--- src/rtl/regfile_write_arbiter_pkg.sv ---
// Shared register-file write types and the B-side buffer entry used by the write arbiter.
package regfile_write_arbiter_pkg;

    localparam int unsigned RegAddrWidth = 5;
    localparam int unsigned WordWidth    = 32;
    localparam int unsigned NumRegs      = 1 << RegAddrWidth;

    typedef logic [RegAddrWidth-1:0] RegAddress;
    typedef logic [WordWidth-1:0]    Word;

    typedef struct packed {
        RegAddress addr;
        Word       data;
    } BufEntry;

endpackage

--- src/rtl/regfile_write_arbiter_if.sv ---
// Bundle of pipeline (A), long-latency (B) and register-file write-port signals.
// Build option: REGFILE_SCOREBOARD_EN adds claim_valid/claim_addr/busy.
interface regfile_write_arbiter_if;
    import regfile_write_arbiter_pkg::*;

    logic      a_valid;
    RegAddress a_addr;
    Word       a_data;
    logic      a_ready;
    logic      b_valid;
    logic      b_ready;
    RegAddress b_addr;
    Word       b_data;
    logic      rf_write_enable;
    RegAddress rf_addr_write;
    Word       rf_in;
`ifdef REGFILE_SCOREBOARD_EN
    logic               claim_valid;
    RegAddress          claim_addr;
    logic [NumRegs-1:0] busy;

    modport master (
        output a_valid, a_addr, a_data, b_valid, b_addr, b_data, claim_valid, claim_addr,
        input  a_ready, b_ready, rf_write_enable, rf_addr_write, rf_in, busy
    );
    modport slave (
        input  a_valid, a_addr, a_data, b_valid, b_addr, b_data, claim_valid, claim_addr,
        output a_ready, b_ready, rf_write_enable, rf_addr_write, rf_in, busy
    );
`else
    modport master (
        output a_valid, a_addr, a_data, b_valid, b_addr, b_data,
        input  a_ready, b_ready, rf_write_enable, rf_addr_write, rf_in
    );
    modport slave (
        input  a_valid, a_addr, a_data, b_valid, b_addr, b_data,
        output a_ready, b_ready, rf_write_enable, rf_addr_write, rf_in
    );
`endif

endinterface

--- src/rtl/regfile_write_arbiter_write_fifo.sv ---
// In-order buffer of pending long-latency writes; entries matching a squash address are
// dropped and the survivors compacted toward the head in the same cycle.
module write_fifo
    import regfile_write_arbiter_pkg::*;
#(
    parameter int unsigned Depth = 2
) (
    input  logic      clk,
    input  logic      reset,
    input  logic      push_i,
    input  BufEntry   push_entry_i,
    input  logic      pop_i,
    input  logic      squash_i,
    input  RegAddress squash_addr_i,
    output BufEntry   head_o,
    output logic      empty_o,
    output logic      full_o
);

    localparam int unsigned CntW = $clog2(Depth + 1);
    localparam int unsigned IdxW = $clog2(Depth);

    BufEntry          ent_q [Depth];
    BufEntry          ent_d [Depth];
    logic [CntW-1:0]  cnt_q, cnt_d;
    logic [Depth-1:0] keep;

    assign head_o  = ent_q[0];
    assign empty_o = (cnt_q == '0);
    assign full_o  = (cnt_q == CntW'(Depth));

    always_comb begin
        keep = '0;
        for (int i = 0; i < Depth; i++) begin
            keep[i] = (CntW'(i) < cnt_q) && !(pop_i && (i == 0)) &&
                      !(squash_i && (ent_q[i].addr == squash_addr_i));
        end
    end

    // Survivors slide down in order; a new entry lands just behind them.
    always_comb begin
        ent_d = ent_q;
        cnt_d = '0;
        for (int i = 0; i < Depth; i++) begin
            if (keep[i]) begin
                ent_d[cnt_d[IdxW-1:0]] = ent_q[i];
                cnt_d = cnt_d + CntW'(1);
            end
        end
        if (push_i && !full_o) begin
            ent_d[cnt_d[IdxW-1:0]] = push_entry_i;
            cnt_d = cnt_d + CntW'(1);
        end
    end

    always_ff @(posedge clk) begin
        if (reset) begin
            cnt_q <= '0;
            for (int i = 0; i < Depth; i++) ent_q[i] <= '0;
        end else begin
            cnt_q <= cnt_d;
            ent_q <= ent_d;
        end
    end

endmodule

--- src/rtl/regfile_write_arbiter.sv ---
// Single-port register-file write arbiter: pipeline writes (A) pass through combinationally,
// long-latency writes (B) are buffered. Build option: REGFILE_SCOREBOARD_EN adds busy flags.
module regfile_write_arbiter
    import regfile_write_arbiter_pkg::*;
#(
    parameter int unsigned STARVE_LIMIT = 4,
    parameter int unsigned BUF_DEPTH    = 2
) (
    input logic                    clk,
    input logic                    reset,
    regfile_write_arbiter_if.slave bus
);

    logic [3:0] starve_q, starve_d;
    BufEntry    head, b_entry;
    logic       empty, full;
    logic       force_b, a_grant, b_write;

    assign b_entry = '{addr: bus.b_addr, data: bus.b_data};

    write_fifo #(
        .Depth (BUF_DEPTH)
    ) u_write_fifo (
        .clk          (clk),
        .reset        (reset),
        .push_i       (bus.b_valid),
        .push_entry_i (b_entry),
        .pop_i        (b_write),
        .squash_i     (a_grant),
        .squash_addr_i(bus.a_addr),
        .head_o       (head),
        .empty_o      (empty),
        .full_o       (full)
    );

    // Reset gating keeps the handshake outputs defined before state has ever been cleared.
    always_comb begin
        force_b             = !reset && !empty && (starve_q == 4'(STARVE_LIMIT));
        bus.a_ready         = !force_b;
        bus.b_ready         = reset || !full;
        a_grant             = !reset && bus.a_valid && !force_b;
        b_write             = !reset && !empty && !a_grant;
        bus.rf_write_enable = 1'b0;
        bus.rf_addr_write   = '0;
        bus.rf_in           = '0;
        if (a_grant) begin
            bus.rf_write_enable = (bus.a_addr != '0);
            bus.rf_addr_write   = bus.a_addr;
            bus.rf_in           = bus.a_data;
        end else if (b_write) begin
            bus.rf_write_enable = (head.addr != '0);
            bus.rf_addr_write   = head.addr;
            bus.rf_in           = head.data;
        end
    end

    always_comb begin
        starve_d = starve_q;
        if (b_write || empty) begin
            starve_d = '0;
        end else if (a_grant && (starve_q != 4'(STARVE_LIMIT))) begin
            starve_d = starve_q + 4'd1;
        end
    end

    always_ff @(posedge clk) begin
        if (reset) starve_q <= '0;
        else       starve_q <= starve_d;
    end

`ifdef REGFILE_SCOREBOARD_EN
    logic [NumRegs-1:0] busy_q, busy_d;

    assign bus.busy = busy_q;

    // Claim is applied after the clear so a same-cycle claim of the drained register wins.
    always_comb begin
        busy_d = busy_q;
        if (b_write) busy_d[head.addr] = 1'b0;
        if (bus.claim_valid) busy_d[bus.claim_addr] = 1'b1;
        busy_d[0] = 1'b0;
    end

    always_ff @(posedge clk) begin
        if (reset) busy_q <= '0;
        else       busy_q <= busy_d;
    end
`endif

endmodule

--- src/flat_wrapper.sv ---
// flat-port wrapper written by rule: the top's interface ports become plain ports
module regfile_write_arbiter_flat import regfile_write_arbiter_pkg::*;
#(
    parameter int unsigned STARVE_LIMIT = 4,
    parameter int unsigned BUF_DEPTH    = 2
)
  (clk, reset, bus_a_valid, bus_a_addr, bus_a_data, bus_b_valid, bus_b_addr, bus_b_data, bus_a_ready, bus_b_ready, bus_rf_write_enable, bus_rf_addr_write, bus_rf_in);
  regfile_write_arbiter_if bus_i ();
  input logic clk;
  input logic reset;
  input wire logic [$bits(bus_i.a_valid)-1:0] bus_a_valid;
  input wire logic [$bits(bus_i.a_addr)-1:0] bus_a_addr;
  input wire logic [$bits(bus_i.a_data)-1:0] bus_a_data;
  input wire logic [$bits(bus_i.b_valid)-1:0] bus_b_valid;
  input wire logic [$bits(bus_i.b_addr)-1:0] bus_b_addr;
  input wire logic [$bits(bus_i.b_data)-1:0] bus_b_data;
  output wire logic [$bits(bus_i.a_ready)-1:0] bus_a_ready;
  output wire logic [$bits(bus_i.b_ready)-1:0] bus_b_ready;
  output wire logic [$bits(bus_i.rf_write_enable)-1:0] bus_rf_write_enable;
  output wire logic [$bits(bus_i.rf_addr_write)-1:0] bus_rf_addr_write;
  output wire logic [$bits(bus_i.rf_in)-1:0] bus_rf_in;
  assign bus_i.a_valid = bus_a_valid;
  assign bus_i.a_addr = bus_a_addr;
  assign bus_i.a_data = bus_a_data;
  assign bus_i.b_valid = bus_b_valid;
  assign bus_i.b_addr = bus_b_addr;
  assign bus_i.b_data = bus_b_data;
  assign bus_a_ready = bus_i.a_ready;
  assign bus_b_ready = bus_i.b_ready;
  assign bus_rf_write_enable = bus_i.rf_write_enable;
  assign bus_rf_addr_write = bus_i.rf_addr_write;
  assign bus_rf_in = bus_i.rf_in;
  regfile_write_arbiter #(.STARVE_LIMIT(STARVE_LIMIT), .BUF_DEPTH(BUF_DEPTH)) u_core (.clk(clk), .reset(reset), .bus(bus_i));
endmodule
--- config.mk ---
export PLATFORM = sky130hd
export DESIGN_NAME = regfile_write_arbiter_flat
export DESIGN_NICKNAME = d
export VERILOG_FILES = /design/src/rtl/regfile_write_arbiter_pkg.sv /design/src/rtl/regfile_write_arbiter_if.sv /design/src/rtl/regfile_write_arbiter_write_fifo.sv /design/src/rtl/regfile_write_arbiter.sv /design/src/flat_wrapper.sv
export SDC_FILE = /design/constraint.sdc
export NUM_CORES = 1
export LEC_CHECK = 0
export ABC_AREA = 1
export CAP_MARGIN = 25
export CORE_MARGIN = 2
export CORE_UTILIZATION = 30
export CTS_CLUSTER_DIAMETER = 60
export DETAILED_ROUTE_END_ITERATION = 16
export PLACE_DENSITY = 0.6
export REMOVE_ABC_BUFFERS = 1
export SYNTH_ARGS = -nofsm -noshare
export SYNTH_HDL_FRONTEND = slang
export SYNTH_SLANG_ARGS = --single-unit
--- constraint.sdc ---
create_clock -name clk -period 3.1 [get_ports clk]
set_input_delay 0.62 -clock clk [delete_from_list [all_inputs] [get_ports clk]]
set_output_delay 0.62 -clock clk [all_outputs]
set_load 0.01 [all_outputs]
Word level (Yosys, flattened, before mapping):

Index checks and enable logic that the tools add are counted.

* bits in registers: 80
* word-level logic and storage cells: 67

* reduce and logical (&&, ||, !) cells: 28
* $add $sub $neg: 3
* equal/unequal tests: 5
* mux-type cells: 17
* bitwise operators: 2
* magnitude comparators: 6

Operators by type and width (number)
* $bwmux 74: 2
* $mux 74: 2
* $demux 37 s1: 2
* $mux 37: 2
* $mux 32: 2
* $logic_and 1x1->1: 14
* $eq 5x5->1: 2
* $mux 5: 2
* $reduce_bool 5->1: 2
* $logic_not 1->1: 8
* $add 2x1->2 const B: 2
* $add 4x1->4 const B: 1
* $eq 4x3->1 const B: 1
* $ge 2x2->1 const B: 2
* $lt 1x2->1 const A: 2
* $lt 2x1->1 const B: 2
* $mux 2: 2
* $ne 4x3->1 const B: 1
* $not 1->2: 2
* $mux 1: 3
* $eq 2x2->1 const B: 1
* $logic_not 2->1: 1
* $logic_or 1x1->1: 2
* $reduce_or 2->1: 1

Depth between registers and ports, before layout:

* depth in word-level cells: 21
* mapped depth: 18

By module:

Synthesis repeated with hierarchy kept, for this count alone.

* cell total of the unflattened synthesis: 716
* area total of the unflattened synthesis: 4759.6 µm²

Modules (own cells, without submodules)
* write_fifo: times used 1, cells each 554, seq. area each 1521.5 µm², area each 3965.1 µm²
* regfile_write_arbiter: times used 1, cells each 162, seq. area each 80.1 µm², area each 794.5 µm²

Least setup slack after synthesis:

No wires, ideal clock.

* kind: input to register
* start: input port reset
* end: register u_core.u_write_fifo.ent_q[10] in the netlist's numbering
* setup slack: 0.240 ns
* required time: 3.035 ns
* buffers on the path: 2
* stages: 14
* arrival time: 2.795 ns
* cell sequence: nor2_2 > nand2_1 > nand3_1 > nor2_1 > nor2_4 > buf_2 > inv_1 > ha_1 > ha_1 > nand2_1 > nor2_1 > clkbuf_1 > a22oi_1 > nor2_1

* longest elaborated chain between the ends: 20
* elaborated cells between the ends (all ways): 35
* those cells by class: add/sub: 1; order compare: 4; mux: 10; bitwise: 2; reduce/logical: 18

RTL lines
* from (decl): line flat_wrapper.sv:10 `input logic reset;`
* $logic_not 1->1 *: line regfile_write_arbiter.sv:38 `force_b = !reset && !empty && (starve_q == 4'(STARVE_LIMIT));`
* $logic_and 1x1->1 * (2 in series): line regfile_write_arbiter.sv:38
* $logic_not 1->1 *
* net bus_a_ready: line flat_wrapper.sv:17 `output wire logic [$bits(bus_i.a_ready)-1:0] bus_a_ready;`
* $logic_and 1x1->1 *: line regfile_write_arbiter.sv:41 `a_grant = !reset && bus.a_valid && !force_b;`
* $logic_not 1->1: line regfile_write_arbiter.sv:42 `b_write = !reset && !empty && !a_grant;`
* $logic_and 1x1->1: line regfile_write_arbiter.sv:42
* $logic_not 1->1: line regfile_write_arbiter_write_fifo.sv:35 `keep[i] = (CntW'(i) < cnt_q) && !(pop_i && (i == 0)) &&`
* [... 4 more ...]
* $mux 2 (tied with other cells): line regfile_write_arbiter_write_fifo.sv:45 `if (keep[i]) begin`
* $not 1->2 (implied by the code) or $logic_and 1x1->1 (tied branches): line regfile_write_arbiter_write_fifo.sv:51, regfile_write_arbiter_write_fifo.sv:46
* $ge 2x2->1 (implied by the code) (tied with other cells): line regfile_write_arbiter_write_fifo.sv:51 `ent_d[cnt_d[IdxW-1:0]] = push_entry_i;`
* $logic_and 1x1->1 (implied by the code) or $demux 37 s1 (tied branches): line regfile_write_arbiter_write_fifo.sv:51, regfile_write_arbiter_write_fifo.sv:46
* $mux 37 (implied by the code) or $bwmux 74 (tied branches): line regfile_write_arbiter_write_fifo.sv:51, regfile_write_arbiter_write_fifo.sv:46
* $demux 37 s1 or $mux 74 (tied branches): line regfile_write_arbiter_write_fifo.sv:51, regfile_write_arbiter_write_fifo.sv:45
* $bwmux 74: line regfile_write_arbiter_write_fifo.sv:51
* $mux 74 *: line regfile_write_arbiter_write_fifo.sv:50 `if (push_i && !full_o) begin`
* to (signal assigned): line regfile_write_arbiter_write_fifo.sv:62 `ent_q <= ent_d;`
* to (decl): line regfile_write_arbiter_write_fifo.sv:23 `BufEntry ent_q [Depth];`

The timed path passes the listed nets; every way through them passes the cells marked *.
A chain may end at the register's enable or synchronous reset.

Final worst setup path:

* start: input port bus_a_valid
* end: output port bus_rf_in[22]

* longest elaborated chain between the ends: 6

RTL lines
* from (decl): line flat_wrapper.sv:11 `input wire logic [$bits(bus_i.a_valid)-1:0] bus_a_valid;`
* $logic_and 1x1->1 * (2 in series): line regfile_write_arbiter.sv:41
* $logic_not 1->1: line regfile_write_arbiter.sv:42
* $logic_and 1x1->1: line regfile_write_arbiter.sv:42
* $mux 32: line regfile_write_arbiter.sv:50 `end else if (b_write) begin`
* $mux 32 *: line regfile_write_arbiter.sv:46 `if (a_grant) begin`
* to (decl): line flat_wrapper.sv:21 `output wire logic [$bits(bus_i.rf_in)-1:0] bus_rf_in;`

Every way passes the cells marked *; elsewhere a longest branch is shown, timed or not.

==> run_results.csv <==
group,metric,value,unit
clock_network,numCtsBuffers,9,
detailed_routing,drc,0,
pwr,p_leak,2.86,nW
timing,finalMaxSlewViolations,0,
setup_path,path_max_fanout,7,
clock_network,cts.sinks,80,
clock_network,clk_path_buf_depth,2,
setup_path,worstPathBufferInverterCount,5,
setup_path,cp-end-kind,"output port",
detailed_routing,drt_iter0_markers,195,
layout,syn_to_final_growth,44.8,%
layout,multi_input_area,0.00199,mm2
layout,final_util,44.8,%
setup_path,crit_chain,"clkdlybuf4s50_1, inv_1, nor2_4, a21boi_4, buf_4, clkbuf_16, a22o_1, clkdlybuf4s50_1",
yosys,yosys-top-cells-count,"inv_1 (98), nand2_1 (94), dfxtp_1 (80)",
clock_network,clkLatencyLatePin,340,ps
pwr,power_frac_comb,35.8,%
die,die_w,121,um
yosys,ys.flop_type,"dfxtp_1",
timing,timing.fmax,329,MHz
clock_network,htree_levels,3,
layout,finalNetCount,780,
setup_path,worst-path-stages,8,
yosys,yosys_warnings,0,
die,row_count,42,
grt,antenna_found_initial,0,
timing,slew_headroom,40.2,%
layout,antenna-diode-count,0,
setup_path,slowest_stage,"clkdlybuf4s50_1",
yosys,synth_area_leaders,"dfxtp_1 (39%), nand3_1 (9.4%), inv_1 (8.9%)",
clock_network,clk_pin_slew,60,ps
detailed_routing,viasPerCell,4.73,
detailed_routing,firstDrtPassIters,4,
setup_path,arrival,2420,ps
layout,seqCellArea,0.00160,mm2
setup_path,critPathKind,"primary input to output port",
min_path,hp-class,"register to register",
timing,hold_slack,498,ps
grt,grt_max_degree,41,
layout,fin_area,0.00596,mm2
detailed_routing,wl_per_cell,13.6,um
timing,worst_slack,63.1,ps
place,gp_congestion,0.772,
grt,first_global_vias,4023,
die,coreArea,0.0133,mm2
die,fp.dieArea,0.0147,mm2
yosys,ys_async_sr_fraction,0,%
yosys,synth_edf_count,0,
setup_path,cp_slowest_stage_delay,530,ps
pwr,swShare,34.1,%
place,place_ws,-281,ps
yosys,synth_seq_cells,80,
setup_path,r2r_cells,14,
yosys,synth_top_area_share,38.9,%
pwr,ir_drop,0.327,mV
place,placed_cell_area,0.00555,mm2
setup_path,cpMostUsedCell,"clkdlybuf4s50_1",
place,port-buffer-count,117,
place,dp_hpwl,8120,um
yosys,synth_top_area_cell,"dfxtp_1",
die,boundaryPins,118,
pwr,powerDensity,649,mW/mm2
clock_network,root_buffer,"clkbuf_16",
layout,drive_above_1_share,7.83,%
die,die_y,121,um
pwr,clkPwrFrac,29.8,%
flow_run,cap_viol_max_count,0,
timing,min_period,3040,ps
yosys,synth_area_per_cell,7.06,um2
setup_path,cp-start-kind,"primary input",
grt,grt_pass1_wl,18900,um
setup_path,worstPathRequired,2480,ps
detailed_routing,routed_wl,11900,um
layout,fill_cells,1344,
yosys,ys_types,28,
setup_path,crit_family,"buffers and inverters",
yosys,synth.most_common_cell,"inv_1",
yosys,synth_area,0.00411,mm2
timing,final_hold_viol_count,0,
pwr,seq_power_share,34.4,%
timing,tightest_slew,888,ps
pwr,p_int,2.55,mW
detailed_routing,num_vias,4152,
yosys,syn_inst,583,
clock_network,cts_tree,"done",
pwr,switchingPower,1.32,mW
grt,grtUsageTotal,16.1,%
detailed_routing,postRouteAntennaNets,0,
timing,setup_viol,0,
outcome,status,"finished clean",
grt,grt_overflow_total,0,
timing,clock_skew,4.95,ps
timing,period_share,98.0,%
min_path,hold_depth,1,
die,start_util,30.9,%
yosys,seq_area_frac_synth,38.9,%
[through the flow]
step | instances | setup TNS [ps] | power, mW
after global placement | 858 | -6120 | 2.70
final | 878 | 0 | 3.86
after CTS | 874 | 0 | 3.89
after floorplan | 544 | -40860 | 2.11
after global routing | 878 | -106 | 4.13
after detailed placement | 858 | -9600 | 2.73
[layout make-up]
type / instances / share of cell area [%]
sequential: 80 / 26.9
multi-input combinational: 365 / 33.4
tap: 176 / 3.70
inverter: 100 / 6.30
timing repair buffer: 141 / 24.2
clock buffer: 11 / 4.08
clock inverter: 5 / 1.34
[kinds of logic (layout without fill, tap and decap cells)]
logic type | after synthesis | count (layout) | share of synthesized area (%)
fa+ha+maj | 5 | 5 | 1.52
buf+inv | 139 | 257 | 13.4
simple gates | 233 | 234 | 24.5
xor+xnor | 7 | 7 | 1.49
compound gates | 119 | 119 | 20.2
flops | 80 | 80 | 38.9
[worst paths after layout]
check / startpoint / end / slack, ps
setup / recovery: bus_a_valid / bus_rf_in[22] / 60
hold / removal: u_core.starve_q[0] / u_core.starve_q[0] / 500
setup reg to reg: u_core.starve_q[0] / u_core.u_write_fifo.ent_q[5] / 380
hold reg to reg: u_core.starve_q[0] / u_core.starve_q[0] / 500
[registers in the layout, indices dropped and copies added, names as in the netlist]
signal	flops
u_core.u_write_fifo.cnt_q	2
u_core.u_write_fifo.head_o	37
u_core.u_write_fifo.ent_q	37
u_core.starve_q	4
[cells in the final DEF, fill, tap and decap left out]
cell type	synthesis	final
buf_4	5	16
inv_1	98	98
bufinv_16	0	2
clkbuf_1	21	1
o21ai_1	1	1
a22o_1	32	32
nand3_1	77	77
buf_8	0	1
nand3b_1	1	1
inv_2	2	2
buf_2	7	1
nand2_2	3	3
a21oi_1	1	1
or2_2	1	1
dlygate4sd2_1	0	5
clkbuf_8	0	1
nand4_1	2	2
dlymetal6s2s_1	0	5
a22oi_2	0	1
nor2_4	1	4
nand2_1	94	94
buf_6	0	1
xnor2_1	4	4
o41ai_1	1	1
xor2_1	3	3
nor2_2	4	3
o21ai_0	42	42
clkinvlp_4	0	2
clkdlybuf4s50_1	0	106
a21boi_4	1	1
a22oi_1	37	36
clkinv_2	0	1
dfxtp_1	80	80
nor2_1	50	49
a211oi_1	1	1
o22ai_1	3	3
clkbuf_16	0	10
buf_12	0	5
ha_1	5	5
[worst register-to-register path, stage by stage (launching register included)]
cell	delay, ps
dfxtp_1	340
inv_1	60
ha_1	160
nand2_1	90
nor2_2	170
a21boi_4	80
buf_4	170
nand3_1	100
nand2_2	60
ha_1	310
ha_1	180
nand2_1	160
nor2_4	500
a22oi_1	150
nor2_1	130
[power by group through the flow]
stage	logic [mW]	clock network, mW	registers [mW]
2_1_floorplan	0.793	0	1.32
3_3_place_gp	1.35	0	1.35
3_5_place_dp	1.38	0	1.35
4_1_cts	1.38	1.18	1.33
5_1_grt	1.56	1.21	1.35
6_report	1.38	1.15	1.33
[what timing repair did]
item | in CTS | in global routing
hold buffers | 0 | 0
endpoints found under the setup margin | 20 | 70
resized for setup | 6 | 10
gates cloned | 0 | 2
setup buffers | 0 | 2
pin swaps | 0 | 1
[metal layers]
layer	GRT usage (%)	share of wire, %
met1	18.6	45
met2	28.1	49
met3	5.12	5.8
met4	4.80	0.91
met5	0	0
(Power assumes the default switching activity.)
==> edit, RTL diff (same flow settings) <==
`BUF_DEPTH` is set to 2 in 2 places; all go to 4.
--- a/src/rtl/regfile_write_arbiter.sv
+++ b/src/rtl/regfile_write_arbiter.sv
@@ -6,3 +6,3 @@
     parameter int unsigned STARVE_LIMIT = 4,
-    parameter int unsigned BUF_DEPTH    = 2
+    parameter int unsigned BUF_DEPTH    = 4
 ) (
--- a/src/flat_wrapper.sv
+++ b/src/flat_wrapper.sv
@@ -4,3 +4,3 @@
     parameter int unsigned STARVE_LIMIT = 4,
-    parameter int unsigned BUF_DEPTH    = 2
+    parameter int unsigned BUF_DEPTH    = 4
 )
Check against the original RTL: not equivalent (Yosys sat finds a counterexample within 4 cycles, from zero or initial values and one cycle with reset high).
==> edit against the original RTL <==
Sequential power rose by 130%; power rose to 3.3 times the old value; wire length rose to 3.2 times the old value; final area rose by 130%; sequential cell count grew 75; worst setup slack improved by 0.020 ns; clock skew grew 0.0071 ns; area after synthesis rose to 2.5 times the old value; highest routed layer unchanged.
==> edit: results (changes against the original RTL) <==
metric	value	unit	change
hold_depth	2		+1
gp_congestion	0.831		+7.7%
crit_fanout	7		unchanged
r2r_start	u_core.starve_q[1]$_SDFFE_PP0P_		
grt_pass1_vias	11100		+170%
reg2regPathDepth	24		+10
setup.worst_path.start	bus_a_addr[0]		
nets	1928		+150%
ys.flop_type	dfxtp_1		
status	complete, no violations		
post_dp_cell_area	12400	um^2	+120%
reg2reg_slack	0.10	ns	-0.28 ns
grt_pass1_wl	60.6	mm	+220%
via_per_inst	4.97		+5.2%
r2r_end	u_core.u_write_fifo.ent_q[101]$_SDFF_PP0_		
antenna_found_initial	1		+1
wl_met1	16.8	mm	+220%
switchingPower	5.67	mW	+330%
cts_buffers	17		+8
dp_hpwl	22.4	mm	+180%
synth.area.top_cells	dfxtp_1 (30%), nand2_1 (18%), inv_1 (11%)		
cts_buffer_depth	2		unchanged
drt_iter0_drc	1009		+420%
clk_latency	0.44	ns	+0.10 ns
fillers	3570		+170%
wire_per_inst	16.7	um	+23%
irDropWorstVdd	0.551	mV	+68%
ys_warn_count	0		unchanged
cellLeakagePower	6.73	nW	+140%
regMostFlops	u_core.u_write_fifo.ent_q		
synth.distinct_cells	29		+3.6%
wl_met3	2.63	mm	+280%
drive_above_1_share	11.8	%	+4.0 points
top_layer	met4		
grt_max_degree	90		+120%
ys_seq_area_share	29.9	%	-9.0 points
hold_path_end	u_core.starve_q[0]$_SDFFE_PP0P_		
tightest_slew	0.845	ns	-0.0433 ns
cpPeakStageDelay	0.28	ns	-0.25 ns
fin_skew	0.0121	ns	+0.00710 ns
cpMaxStageDelayCell	dlygate4sd2_1		
grt_usage	21.4	%	+5.4 points
met2WireLength	18.0	mm	+210%
largest_register_ffs	111		
yosys-top-cells-count	nand2_1 (503), inv_1 (291), o21ai_0 (177)		
synth_async_sr_flop_share	0	%	unchanged
htreeDepth	4		+1
cts.root.buffer_cell	clkbuf_16		
drtPass1Iterations	6		+2
cp.arrival	3.34	ns	+0.92 ns
[edit: layout make-up]
| class | instances | area, um^2 | share of cell area [%] |
|---|---|---|---|
| multi-input cells | 1139 | 5770 | 42.2 |
| diodes | 1 | 2.50 | 0.0183 |
| well taps | 455 | 569 | 4.16 |
| inverters | 299 | 1130 | 8.27 |
| clock buffers | 23 | 478 | 3.49 |
| repair buffers | 226 | 2510 | 18.4 |
| clock inverters | 9 | 113 | 0.823 |
| flip-flops and latches | 155 | 3110 | 22.7 |
[edit: stage by stage]
stage | hold slack, ns | setup WS, ns | power (mW) | instances
global placement | 0.506 | -0.789 | 8.95 | 2256
floorplan | 0.430 | -3.52 | 6.65 | 1593
CTS | 0.518 | 0.0134 | 12.4 | 2303
finish | 0.510 | 0.0831 | 12.7 | 2307
detailed placement | 0.509 | -0.837 | 9.11 | 2256
global route | 0.525 | -0.0755 | 13.7 | 2306
[edit: power groups by stage]
stage	clock, mW	combinational (mW)	sequential [mW]
after detailed placement	0	6.03	3.08
after global placement	0	5.88	3.07
after floorplan	0	3.73	2.92
after global routing	2.27	8.28	3.12
after CTS	2.18	7.21	3.04
final	2.16	7.50	3.06
[edit: worst max-delay path, delay by kind of cell]
kind            cells  cell delay (ns)
fa+ha+maj           3             0.71
compound gates      1             0.13
buf+inv             7             0.79
simple gates       12             1.07
[edit: routing by layer]
layer | GRT usage, % | vias to the layer above
li1 | - | 5684
met1 | 27.8 | 5322
met2 | 35.9 | 401
met3 | 3.15 | 67
met4 | 8.11 | 0
met5 | 0 | -
[edit: cells by family (layout without fill, tap and decap cells)]
logic type	Yosys count	in the layout	share of synthesized area, %
other cells	0	1	0
compound gates	341	341	18.6
xor+xnor	9	9	0.760
buf+inv	422	557	17.2
simple gates	777	777	32.0
flops	155	155	29.9
fa+ha+maj	12	12	1.45
[edit: worst max-delay path by stage]
stage	cells past startpoint	endpoint
2_1_floorplan	18	u_core.u_write_fifo.cnt_q[2]$_SDFF_PP0_
3_3_place_gp	20	u_core.u_write_fifo.ent_q[101]$_SDFF_PP0_
3_5_place_dp	20	u_core.u_write_fifo.ent_q[94]$_SDFF_PP0_
4_1_cts	11	bus_rf_in[19]
5_1_grt	25	u_core.u_write_fifo.ent_q[101]$_SDFF_PP0_
6_report	23	u_core.u_write_fifo.ent_q[101]$_SDFF_PP0_
[edit: what timing repair did]
| item | in CTS | in global routing |
|---|---|---|
| endpoints found under the hold margin | 0 | 0 |
| setup buffers | 6 | 3 |
| resized for setup | 64 | 74 |
| endpoints found under the setup margin | 184 | 183 |
| pin swaps | 14 | 23 |
| cloned | 9 | 0 |
